[config.mk]
export PLATFORM = sky130hd
export DESIGN_NAME = fp51_pwm_multi
export DESIGN_NICKNAME = d
export VERILOG_FILES = /design/src/rtl/fp51_pwm_multi.sv
export SDC_FILE = /design/constraint.sdc
export NUM_CORES = 1
export LEC_CHECK = 0
export CAP_MARGIN = 20
export CORE_MARGIN = 2
export CORE_UTILIZATION = 45
export CTS_CLUSTER_DIAMETER = 50
export DETAILED_ROUTE_END_ITERATION = 8
export HOLD_SLACK_MARGIN = 0.12
export MAX_ROUTING_LAYER = met4
export PLACE_DENSITY = 0.74
export SETUP_SLACK_MARGIN = 0.05
export SYNTH_ARGS = -nofsm -noshare
export SYNTH_HDL_FRONTEND = slang
export SYNTH_SLANG_ARGS = --single-unit
[constraint.sdc]
create_clock -name clk -period 5.03 [get_ports clk]
set_clock_uncertainty 0.05 [all_clocks]
set_input_delay 0.7545 -clock clk [delete_from_list [all_inputs] [get_ports clk]]
set_output_delay 0.7545 -clock clk [all_outputs]
set_load 0.01 [all_outputs]
[src/rtl/fp51_pwm_multi.sv]
// fp51_pwm_multi
// Multi-channel PWM generator behind a five-register 8051-style SFR window.
// CTRL (EN/MODE/IE), SEL, DATA_L, DATA_H and STAT sit at BASE_ADDR+0..+4.
// SEL picks which shadow register DATA_L/DATA_H access: PERIOD, PRESCALE,
// POLARITY or DUTY[k]. Shadows reach the running copies at every period
// boundary, or at once when EN is switched on.
//
// Ports:
//   clk, reset_n                      clock, asynchronous active-low reset
//   WB_WR_STB_I/WE_I/ADR_I/DAT_I      SFR write request
//   WB_WR_ACK_O                       write acknowledge (one cycle, next clock)
//   WB_RD_STB_I/ADR_I                 SFR read request
//   WB_RD_DAT_O, WB_RD_ACK_O          read data and acknowledge (next clock)
//   pwm_out[NUM_CH-1:0]               PWM outputs, bit k = channel k
//   period_int                        level interrupt, STAT.PF & CTRL.IE
module fp51_pwm_multi #(
    parameter int         NUM_CH    = 4,
    parameter int         CNT_WIDTH = 16,
    parameter logic [7:0] BASE_ADDR = 8'hD8
) (
    input  logic              clk,
    input  logic              reset_n,
    input  logic              WB_WR_STB_I,
    input  logic              WB_WR_WE_I,
    input  logic [7:0]        WB_WR_ADR_I,
    input  logic [7:0]        WB_WR_DAT_I,
    output logic              WB_WR_ACK_O,
    input  logic              WB_RD_STB_I,
    input  logic [7:0]        WB_RD_ADR_I,
    output logic [7:0]        WB_RD_DAT_O,
    output logic              WB_RD_ACK_O,
    output logic [NUM_CH-1:0] pwm_out,
    output logic              period_int
);
    localparam int CW = CNT_WIDTH;

    // Register state
    logic              ctrl_en, ctrl_mode, ctrl_ie;
    logic [7:0]        sel, staging, prescale_sh, pre_cnt;
    logic [CW-1:0]     period_sh, act_period;
    logic [NUM_CH-1:0] pol_sh, act_pol;
    logic [CW-1:0]     duty_sh  [NUM_CH];
    logic [CW-1:0]     act_duty [NUM_CH];
    logic              act_mode, pf, dir_up;

    // Address decode (offset arithmetic wraps, so any BASE_ADDR works)
    logic [7:0]  wr_off, rd_off;
    logic        wr_hit, rd_hit;
    logic        wr_ctrl, wr_sel, wr_dl, wr_dh, wr_stat;
    logic        en_set, en_clr;
    logic [15:0] wr_word;
    logic [CW-1:0] commit;

    assign wr_off  = WB_WR_ADR_I - BASE_ADDR;
    assign rd_off  = WB_RD_ADR_I - BASE_ADDR;
    assign wr_hit  = WB_WR_STB_I && WB_WR_WE_I && (wr_off < 8'd5);
    assign rd_hit  = WB_RD_STB_I && (rd_off < 8'd5);
    assign wr_ctrl = wr_hit && (wr_off == 8'd0);
    assign wr_sel  = wr_hit && (wr_off == 8'd1);
    assign wr_dl   = wr_hit && (wr_off == 8'd2);
    assign wr_dh   = wr_hit && (wr_off == 8'd3);
    assign wr_stat = wr_hit && (wr_off == 8'd4);
    assign en_set  = wr_ctrl && WB_WR_DAT_I[0] && !ctrl_en;
    assign en_clr  = wr_ctrl && !WB_WR_DAT_I[0];
    assign wr_word = {WB_WR_DAT_I, staging};
    assign commit  = wr_word[CW-1:0];

    // Shadow selected by SEL, zero-extended to 16 bits for byte reads
    logic [15:0] sh_val;
    always_comb begin
        sh_val = '0;
        if (sel == 8'd0)      sh_val[CW-1:0]     = period_sh;
        else if (sel == 8'd1) sh_val[7:0]        = prescale_sh;
        else if (sel == 8'd2) sh_val[NUM_CH-1:0] = pol_sh;
        for (int k = 0; k < NUM_CH; k++)
            if (sel == 8'(k + 3)) sh_val[CW-1:0] = duty_sh[k];
    end

    logic [7:0] rd_mux;
    always_comb begin
        case (rd_off)
            8'd0:    rd_mux = {5'b0, ctrl_ie, ctrl_mode, ctrl_en};
            8'd1:    rd_mux = sel;
            8'd2:    rd_mux = sh_val[7:0];
            8'd3:    rd_mux = sh_val[15:8];
            8'd4:    rd_mux = {7'b0, pf};
            default: rd_mux = 8'h00;
        endcase
    end

    // Prescaler tick and next counter value
    logic          tick, boundary, dir_nxt;
    logic [CW-1:0] cnt_p0, cnt_nxt;

    assign tick = ctrl_en && (pre_cnt >= prescale_sh);

    always_comb begin
        cnt_nxt = cnt_p0;
        dir_nxt = dir_up;
        if (!act_mode) begin
            cnt_nxt = (cnt_p0 >= act_period) ? '0 : cnt_p0 + CW'(1);
        end else if (dir_up) begin
            if (cnt_p0 >= act_period) begin
                // Top reached: turn around (PERIOD = 0 simply stays at 0)
                cnt_nxt = (act_period == '0) ? '0 : cnt_p0 - CW'(1);
                dir_nxt = 1'b0;
            end else begin
                cnt_nxt = cnt_p0 + CW'(1);
            end
        end else begin
            cnt_nxt = cnt_p0 - CW'(1);
        end
        // Arriving at 0 always restarts the up-count
        if (cnt_nxt == '0) dir_nxt = 1'b1;
    end

    assign boundary = tick && (cnt_nxt == '0);

    // SFR registers and shadows
    always_ff @(posedge clk or negedge reset_n) begin
        if (!reset_n) begin
            {ctrl_ie, ctrl_mode, ctrl_en} <= 3'b000;
            sel         <= '0;
            staging     <= '0;
            period_sh   <= '0;
            prescale_sh <= '0;
            pol_sh      <= '0;
            for (int k = 0; k < NUM_CH; k++) duty_sh[k] <= '0;
        end else begin
            if (wr_ctrl) {ctrl_ie, ctrl_mode, ctrl_en} <= WB_WR_DAT_I[2:0];
            if (wr_sel)  sel     <= WB_WR_DAT_I;
            if (wr_dl)   staging <= WB_WR_DAT_I;
            if (wr_dh) begin
                if (sel == 8'd0)      period_sh   <= commit;
                else if (sel == 8'd1) prescale_sh <= wr_word[7:0];
                else if (sel == 8'd2) pol_sh      <= wr_word[NUM_CH-1:0];
                for (int k = 0; k < NUM_CH; k++)
                    if (sel == 8'(k + 3)) duty_sh[k] <= commit;
            end
        end
    end

    // Active copies: reloaded at each period boundary or when EN turns on
    always_ff @(posedge clk or negedge reset_n) begin
        if (!reset_n) begin
            act_period <= '0;
            act_pol    <= '0;
            act_mode   <= 1'b0;
            for (int k = 0; k < NUM_CH; k++) act_duty[k] <= '0;
        end else if (boundary || en_set) begin
            act_period <= period_sh;
            act_pol    <= pol_sh;
            act_mode   <= en_set ? WB_WR_DAT_I[1] : ctrl_mode;
            for (int k = 0; k < NUM_CH; k++) act_duty[k] <= duty_sh[k];
        end
    end

    // Period flag: a set event wins over a simultaneous clear
    always_ff @(posedge clk or negedge reset_n) begin
        if (!reset_n)                        pf <= 1'b0;
        else if (boundary)                   pf <= 1'b1;
        else if (wr_stat && WB_WR_DAT_I[0])  pf <= 1'b0;
    end

    // Stage p0: prescaler and period counter
    always_ff @(posedge clk or negedge reset_n) begin
        if (!reset_n) begin
            pre_cnt <= '0;
            cnt_p0  <= '0;
            dir_up  <= 1'b1;
        end else if (!ctrl_en || en_clr) begin
            pre_cnt <= '0;
            cnt_p0  <= '0;
            dir_up  <= 1'b1;
        end else begin
            pre_cnt <= tick ? 8'd0 : pre_cnt + 8'd1;
            if (tick) begin
                cnt_p0 <= cnt_nxt;
                dir_up <= dir_nxt;
            end
        end
    end

    // Stage p1: registered duty compare
    logic [NUM_CH-1:0] raw_p1;
    always_ff @(posedge clk or negedge reset_n) begin
        if (!reset_n) begin
            raw_p1 <= '0;
        end else begin
            for (int k = 0; k < NUM_CH; k++) raw_p1[k] <= (cnt_p0 < act_duty[k]);
        end
    end

    // Bus responses
    always_ff @(posedge clk or negedge reset_n) begin
        if (!reset_n) begin
            WB_WR_ACK_O <= 1'b0;
            WB_RD_ACK_O <= 1'b0;
            WB_RD_DAT_O <= 8'h00;
        end else begin
            WB_WR_ACK_O <= wr_hit;
            WB_RD_ACK_O <= rd_hit;
            WB_RD_DAT_O <= rd_hit ? rd_mux : 8'h00;
        end
    end

    assign pwm_out    = ctrl_en ? (raw_p1 ^ act_pol) : act_pol;
    assign period_int = pf && ctrl_ie;

endmodule
Word level (Yosys, flattened, before mapping):

Index checks and enable logic that the tools add are counted.

* input bits: 29
* logic and storage cells: 122
* bits in registers: 236

* equal/unequal tests: 14
* bitwise operators: 3
* reduce and logical (&&, ||, !) cells: 35
* add/sub/neg operators: 5
* mux-type cells: 30
* order comparisons: 8

Operators with widths (count)
* $mux 16: 11
* $lt 16x16->1: 4
* $eq 8x2->1 const B: 6
* $eq 8x3->1 const B: 5
* $mux 8: 5
* $pmux 8 s5: 1
* $logic_not 16->1: 2
* $eq 8x1->1 const B: 3
* $logic_not 8->1: 3
* $add 16x1->16 const B: 1
* $ge 16x16->1: 1
* $lt 8x3->1 const B: 2
* $mux 4: 4
* $sub 16x1->16 const B: 1
* $sub 8x8->8 const B: 2
* $logic_and 1x1->1: 15
* $reduce_and 2->1: 6
* $mux 1: 9
* $add 8x1->8 const B: 1
* $ge 8x8->1: 1
* $reduce_and 4->1: 1
* $reduce_bool 2->1: 2
* $xor 4x4->4: 1
* $reduce_and 3->1: 1
* 4 further kinds: 7

Longest topological paths before layout:

Gate-level depths: netlist of the first run.

* depth after elaboration: 10
* gate-level depth with buffers: 15

Worst setup path before layout of the first run:

No wires, ideal clock.

* kind: reg-to-reg
* start point: register cnt_p0[0]
* end point: register act_duty[15] (netlist bit)
* path slack: 1.008 ns
* library setup time: 0.127 ns
* path buffers: 3
* clock period less this slack: 4.022 ns
* arrival time: 3.845 ns
* stages on the path, launching flop included: 15
* cells stage by stage: dfrtp_1 > clkbuf_1 > inv_1 > ha_1 > nand2b_1 > a2111oi_0 > o311ai_1 > a21oi_2 > a211oi_1 > or3_1 > or4_4 > o31ai_4 > buf_6 > buf_12 > mux2_1

* word-level cells in the longest chain between the ends: 8
* elaborated cells on any way between the ends: 11
* those cells by class: add/sub: 2; order compare: 1; mux: 5; reduce/logical: 3

Ends and longest elaborated chain
* start: declaration: line 93 `logic [CW-1:0] cnt_p0, cnt_nxt;`
* start signal: assignment: line 178 `cnt_p0 <= cnt_nxt;`
* $sub 16x1->16: line 105, 111
* $mux 16: line 105 `cnt_nxt = (act_period == '0) ? '0 : cnt_p0 - CW'(1);`
* $mux 16: line 103 `if (cnt_p0 >= act_period) begin`
* $mux 16: line 102 `end else if (dir_up) begin`
* $mux 16 (*): line 100 `if (!act_mode) begin`
* $logic_not 16->1 (*): line 117 `assign boundary = tick && (cnt_nxt == '0);`
* $logic_and 1x1->1 (*): line 117
* $logic_or 1x1->1 (*): line 150 `end else if (boundary || en_set) begin`
* end: declaration: line 43 `logic [CW-1:0] act_duty [NUM_CH];`

Every way passes the cells marked *; elsewhere a longest branch is shown, timed or not.
A chain may end at the register's enable or synchronous reset.

Worst setup path after layout of the first run:

* start point: register cnt_p0[0]
* end point: register act_duty[58] (netlist bit)

The elaborated chain is that of the path after synthesis.

==> results of run 1 <==
==> metal layers <==
layer	global-route usage, %	part of all wire (%)
met5	-	0
met4	9.39	4.2
met3	3.46	6.0
met2	36.3	45
met1	32.0	45
==> worst paths after layout <==
kind / startpoint / to / slack, ps / cells after the start
setup / recovery: cnt_p0[0] / act_duty[58] / 420 / 13
hold / removal: reset_n / cnt_p0[12] / 220 / 1
setup reg to reg: cnt_p0[0] / act_duty[58] / 420 / 13
hold reg to reg: act_duty[44] / act_duty[44] / 430 / 1
max in group asynchronous: reset_n / duty_sh[42] / 3570 / 2
min in group clk: act_duty[44] / act_duty[44] / 430 / 1
==> cells by family (layout without fill, tap and decap cells) <==
group                    after synthesis  in the layout  synth area share (%)
flip-flops                           236            236                  46.2
AND/OR/NAND/NOR                      230            230                  9.04
AO/OA/AOI/OAI                        219            219                  12.3
multiplexers                         194            194                  17.0
buffers and inverters                150            230                  5.33
adder cells (fa/ha/maj)               89             89                  8.72
XOR/XNOR                              20             20                  1.37
==> metrics by stage <==
step	instances	hold WS (ps)	setup WS (ps)
finish	1596	222	418
global route	1596	294	151
floorplan	1138	408	1010
CTS	1596	277	474
global placement	1540	418	587
detailed placement	1540	425	518
==> worst register-to-register path, cell delays in order (launching register included) <==
cell	delay [ps]
dfrtp_1	590
inv_1	130
ha_1	280
nand2b_1	130
a2111oi_0	390
o311ai_1	230
a21oi_2	500
buf_4	260
mux2i_1	210
o221ai_1	140
or4_4	490
o31ai_4	250
buf_12	390
mux2_1	430
==> cell type report <==
type	count	area [um^2]	share of cell area, %
Clock buffer	39	806	5.52
Sequential cell	236	5910	40.4
Clock inverter	17	165	1.13
Timing Repair Buffer	73	673	4.61
Multi-Input combinational cell	752	6200	42.5
Tap cell	378	473	3.24
Inverter	101	379	2.60
==> report_power, final <==
| part | internal [mW] | switching (mW) | leakage, nW |
|---|---|---|---|
| registers | 1.91 | 0.0192 | 3.29 |
| logic | 0.0820 | 0.148 | 3.18 |
| clock network | 1.21 | 0.867 | 0.471 |
==> registers in the layout (all words and copies together), names as in the netlist, 4 cells and up <==
signal,count
prescale_sh,8
cnt_p0,16
raw_p1,4
sel,8
period_sh,16
act_duty,64
duty_sh,64
pol_sh,4
act_period,16
staging,8
pre_cnt,8
act_pol,4
WB_RD_DAT_O,8
==> cells in the final DEF, fill, tap and decap left out, drive strengths merged, types with 8 or more instances in the layout <==
master / instances
nand2b: 9
a22oi: 20
ha: 89
nor3: 11
nor2: 53
a222oi: 13
clkdlybuf4s50: 42
o21ai: 35
or3: 12
a21o: 29
dfrtp: 235
nand3: 25
nand2: 60
nor4: 10
buf: 31
a32oi: 8
a21oi: 43
a211oi: 11
inv: 108
mux2: 188
and3: 13
nand4: 10
xnor2: 13
clkbuf: 39
==> results.cfg, run 1 <==
[outcome]
status = complete, no violations

[clock_network]
post_cts_buffers = 0
cts_buffers = 30
cts_resized = 0
cts_tree = yes
htree_levels = 1
cts_root_buffer = clkbuf_16
postCtsHoldBufs = 0
clock_path_buffers = 3
worstSkewPairLatency_ps = 560
clock-sinks = 236
clk_pin_slew_ps = 60

[critical_path]
path_class = flip-flop to flip-flop
critPathMaxStageDelay_ps = 590
critical-path-slowest-cell = dfrtp_1
critPathMaxFanout = 75
start_kind = flip-flop
end_kind = flip-flop
cp_data_required_time_ps = 5400
path_buf_inv = 3
critPathArrivalTime_ps = 4980
crit_family = compound AO/OA/AOI/OAI gates
path_cells = inv_1, ha_1, nand2b_1, a2111oi_0, o311ai_1, a21oi_2, buf_4, mux2i_1, o221ai_1, or4_4, o31ai_4, buf_12, mux2_1

[synth]
syn-cell-area_um2 = 12800
synthCells = 1138
synth_fp_nets = 1256
synth_edf_count = 0
synth_largest_area_cell = dfrtp_1
synth_most_common_cell = dfrtp_1
netlist-cell-type-count = 68
yosysWarnings = 0
syn_area_per_cell_um2 = 11.2
ys_top_cells_by_area = dfrtp_1 46%, mux2_2 11%, ha_1 8.7%
async_reset_ff_share_pct = 100
seq_area_frac_synth_pct = 46.2
synth_top_area_share_pct = 46.0
ys.flop_type = dfrtp_1
synthTopCellsByCount = 235 x dfrtp_1, 128 x mux2_2, 101 x inv_1
ys_ff_latch = 236

[grt]
antenna_found_initial = 0
grt.total_usage_pct = 23.7
grt_pass1_wl_um = 52500
grt_max_degree = 118
grt_pass1_vias = 9571
overflow = 0

[power]
vdd_ir_drop_max_uv = 231
p_leak_nw = 6.95
p_total_mw = 4.23
power.density_nw_per_um2 = 290

[finish]
syn2layout_area_growth_pct = 14.3
n_fill_cell = 2353
drive_gt1_share_pct = 18.0
utilization_pct = 52.4
final_nets = 1312
final_area_um2 = 14600
antenna_cells = 0

[hold_path]
hp-class = primary input to async pin

[route]
postRouteWirelength_um = 33100
initialDrtViolationCount = 836
vias = 9303
viasPerCell = 5.83
ant_nets = 0
wire_per_inst_um = 20.7
firstDrtPassIters = 6
drcViolationCount = 0

[flow_run]
max_cap_violations = 0

[placed_design]
place_area_um2 = 13600
io_buffers = 43
hpwl_um = 24000
globalplace.congestion = 0.906

[timing]
worst_pin_slew_ps = 1080
maxSlewHeadroom_pct = 27.5
rsz0062_at_grt = false
hold_violations = 0
period_needed_ps = 4610
setup_violations = 0
finalSetupTns_ps = 0
min_period_over_period_pct = 91.7
max_clock_freq_mhz = 217
slew_viol_final = 0

[floorplan]
rows = 61
ios = 44
start_util_pct = 45.9
die_h_um = 172
die_area_um2 = 29700
core_region_area_um2 = 27900
die_width_um = 172
No activity file was read; power rests on OpenSTA's default activity.
==> inputs of run 2 (changes only) <==
Settings changed: CTS_CLUSTER_DIAMETER 50 to 60.
==> results.cfg, run 2 (synthesized netlist as in run 1, its figures left out) <==
[finish]
biggestRegsByFlops = act_duty: 64 flops, duty_sh: 64 flops
final_common_cell = dfrtp_1
syn2layout_area_growth_pct = 14.2
drive_gt1_share_pct = 18.0
antenna_cells = 0
layout_common_cells = 235 x dfrtp_1, 128 x mux2_2, 101 x inv_1, 89 x ha_1
final-instance-count-excl-fill = 1590
final_nets = 1310

[grt]
overflow = 0
grt_max_degree = 118
grt.total_usage_pct = 23.6
gr-usage-met1_pct = 31.3
met2_usage_pct = 36.3
antenna_found_initial = 0
grt_pass1_wl_um = 52400
grt_pass1_vias = 9558
grt.busiest_layer = met2
use_met3_pct = 4.55

[timing]
period_needed_ps = 4630
slew_viol_final = 0
maxSlewHeadroom_pct = 38.2
rsz0062_at_grt = false
min_period_over_period_pct = 92.0
worst_pin_slew_ps = 927
hold_violations = 0
setup_violations = 0
finalSetupTns_ps = 0
max_clock_freq_mhz = 216

[power]
p_leak_nw = 6.94
vdd_ir_drop_max_uv = 240
power.density_nw_per_um2 = 290

[floorplan]
ios = 44
start_util_pct = 45.9
rows = 61
die_area_um2 = 29700
core_region_area_um2 = 27900
die_h_um = 172
die_width_um = 172

[placed_design]
hpwl_um = 24000
globalplace.congestion = 0.906
io_buffers = 43
dp_cells = 1540

[clock_network]
worstSkewPairLatency_ps = 550
cts_buffers = 27
cts_root_buffer = clkbuf_16
cts_tree = yes
post_cts_buffers = 0
htree_levels = 1
clk_pin_slew_ps = 50
clock-sinks = 236
clock_path_buffers = 3
cts_resized = 0
postCtsHoldBufs = 0

[hold_path]
hp-class = primary input to async pin

[outcome]
status = complete, no violations

[route]
ant_nets = 0
firstDrtPassIters = 5
drcViolationCount = 0
vias = 9275
postRouteWirelength_um = 32900
viasPerCell = 5.83
initialDrtViolationCount = 751
wire_per_inst_um = 20.7

[flow_run]
max_cap_violations = 0

[critical_path]
path_class = flip-flop to flip-flop
start_kind = flip-flop
critPathMaxFanout = 75
critPathArrivalTime_ps = 4990
end_kind = flip-flop
cp_data_required_time_ps = 5400
## run 2: cell types whose count changed in the layout (fill, tap and decap cells not counted), moves of 2 or more
cell	change
clkbuf_8	+7
clkbuf_1	-5
clkbuf_16	-4
inv_6	-4
bufinv_16	+2
clkinv_2	-2
inv_8	-2
## run 2: final timing paths
check                             startpoint            to  slack, ps  cells past startpoint
min in group clk                act_duty[27]  act_duty[27]        430                      1
worst min-delay path                 reset_n    cnt_p0[12]        230                      1
worst min register to register  act_duty[27]  act_duty[27]        430                      1
worst max register to register     cnt_p0[0]  act_duty[23]        400                     13
max in group asynchronous            reset_n   duty_sh[42]       3590                      2
worst max-delay path               cnt_p0[0]  act_duty[23]        400                     13
## run 2: worst max-delay path, cell delays in order, from the launching register on
cell and delay (ps):
dfrtp_1 590, inv_1 120, ha_1 280, nand2b_1 130, a2111oi_0 390, o311ai_1 230
a21oi_2 510, buf_4 260, mux2i_1 210, o221ai_1 140, or4_4 490, o31ai_4 260
buf_12 380, mux2_2 400
## run 2: metal layers
metal  routed length (um)  vias to the layer above
met2                14900                      302
li1                     -                     4259
met5                    0                        -
met1                15000                     4639
met4                 1170                        0
met3                 1890                       75
## run 2: final cells by class
class                      instances  area [um^2]
tap                              378          473
clock buffer                      37          783
sequential                       236         5910
clock inverter                    12          169
fill                            2352        13300
inverter                         101          379
multi-input combinational        752         6200
timing repair buffer              74          678
## run 2: stage by stage
stage               utilization [%]  hold slack (ps)  area (um^2)  total power, mW  worst slack, ps
global placement               48.9              418        13600             2.19              587
detailed placement             48.9              425        13600             2.20              518
floorplan                         -              408        12800             2.08             1010
CTS                            52.4              274        14600             4.25              464
global route                   52.4              294        14600             4.35              159
finish                         52.4              226        14600             4.23              404
## run 2: report_power, final
part | switching (mW) | total, mW | internal (mW)
clock | 0.813 | 2.06 | 1.25
sequential | 0.0193 | 1.93 | 1.91
combinational | 0.148 | 0.231 | 0.0821
total | 0.981 | 4.23 | 3.25
==> inputs of run 3 (changes only) <==
Settings changed: CORE_UTILIZATION 45 to 54, PLACE_DENSITY 0.74 to 0.84.
==> results.cfg, run 3 (synthesized netlist as in run 1, its figures left out) <==
[outcome]
status = complete, no violations

[power]
power.density_nw_per_um2 = 278
vdd_ir_drop_max_uv = 232
swShare_pct = 22.8
switchingPower_uw = 909
pwr-share-clk_pct = 45.8
p_leak_nw = 6.86
pwr-share-comb_pct = 5.8
internal_power_mw = 3.08
power_frac_seq_pct = 48.4

[finish]
biggestRegsByFlops = act_duty: 64 flops, duty_sh: 64 flops
final_nets = 1302
layout_common_cells = 235 x dfrtp_1, 128 x mux2_2, 101 x inv_1, 89 x ha_1
drive_gt1_share_pct = 17.1
antenna_cells = 0
final_common_cell = dfrtp_1
syn2layout_area_growth_pct = 12.3

[timing]
min_period_over_period_pct = 89.7
slew_viol_final = 0
max_clock_freq_mhz = 222
setup_violations = 0
maxSlewHeadroom_pct = 26.7
worst_pin_slew_ps = 1090
hold_violations = 0
period_needed_ps = 4510
finalSetupTns_ps = 0
hold_ws_ps = 149
rsz0062_at_grt = false

[critical_path]
critPathArrivalTime_ps = 4850
end_kind = flip-flop
start_kind = flip-flop
rr_endpoint = act_duty[20]
crit_family = compound AO/OA/AOI/OAI gates
critPathMaxFanout = 84
path_class = flip-flop to flip-flop
path_buf_inv = 2
r2r_start = cnt_p0[0]
path_cells = inv_1, ha_1, nand2b_1, a2111oi_0, o311ai_1, a21oi_2, a211oi_1, or3_1, or4_4, o31ai_4, buf_12, mux2_2
rrSetupSlack_ps = 520
critical-path-slowest-cell = dfrtp_1
r2r_cells = 12
critPathMaxStageDelay_ps = 570
cp_data_required_time_ps = 5370

[clock_network]
clock-sinks = 236
cts_root_buffer = clkbuf_16
cts_tree = yes
cts_resized = 0
clk_pin_slew_ps = 60
clock_path_buffers = 3
htree_levels = 1
postCtsHoldBufs = 0
worstSkewPairLatency_ps = 510
post_cts_buffers = 0
cts_buffers = 25

[placed_design]
hpwl_um = 22900
globalplace.congestion = 0.941
io_buffers = 43

[grt]
grt_max_degree = 162
antenna_found_initial = 0
grt_pass1_vias = 9852
grt_pass1_wl_um = 53600
overflow = 0
grt.total_usage_pct = 28.7

[floorplan]
core_region_area_um2 = 23300
die_h_um = 158
ios = 44
start_util_pct = 54.7
die_width_um = 158
die_area_um2 = 24900
rows = 56

[route]
vias = 9559
wire_per_inst_um = 22.1
postRouteWirelength_um = 33600
ant_nets = 0
viasPerCell = 6.29
met3RoutedLength_um = 2380
top_layer = met4
wl_met1_um = 14100
drcViolationCount = 0
wl_met2_um = 15700
firstDrtPassIters = 6
initialDrtViolationCount = 913

[hold_path]
hp-class = primary input to async pin

[flow_run]
max_cap_violations = 0
-- run 3: per-stage QoR --
step	instances	power, mW	util [%]	cell area (um^2)	setup slack [ps]
final	1520	3.99	61.5	14300	521
after global routing	1520	4.11	61.5	14300	224
after CTS	1520	4.00	61.5	14300	542
after detailed placement	1476	2.19	58.0	13500	604
after global placement	1476	2.19	58.0	13500	649
after floorplan	1138	2.08	-	12800	1010
-- run 3: area by class of cell --
| cell class | count | area [um^2] |
|---|---|---|
| clock inverters | 9 | 101 |
| flip-flops and latches | 236 | 5910 |
| clock buffers | 35 | 713 |
| repair buffers | 68 | 648 |
| fillers | 1711 | 8980 |
| multi-input cells | 752 | 6200 |
| well taps | 319 | 399 |
| inverters | 101 | 379 |
-- run 3: power groups by stage --
| stage | clock, mW | sequential (mW) | combinational (mW) |
|---|---|---|---|
| after global routing | 1.92 | 1.93 | 0.253 |
| final | 1.83 | 1.93 | 0.232 |
| after floorplan | 0 | 1.96 | 0.122 |
| after CTS | 1.84 | 1.93 | 0.231 |
| after global placement | 0 | 1.96 | 0.223 |
| after detailed placement | 0 | 1.96 | 0.228 |
-- run 3: how the worst max path moves through the flow --
| stage | start | to | slack (ps) | cells past startpoint |
|---|---|---|---|---|
| floorplan | cnt_p0[0] | act_duty[15] | 1010 | 14 |
| global placement | cnt_p0[0] | act_duty[3] | 650 | 12 |
| detailed placement | cnt_p0[0] | act_duty[21] | 600 | 12 |
| CTS | cnt_p0[0] | act_duty[20] | 540 | 12 |
| global route | cnt_p0[0] | act_duty[20] | 220 | 12 |
| finish | cnt_p0[0] | act_duty[20] | 520 | 12 |
-- run 3: routing by layer --
metal | global-route usage [%] | vias to the layer above
li1 | - | 4247
met5 | - | -
met1 | 37.4 | 4815
met2 | 44.5 | 398
met3 | 5.06 | 99
met4 | 11.9 | 0
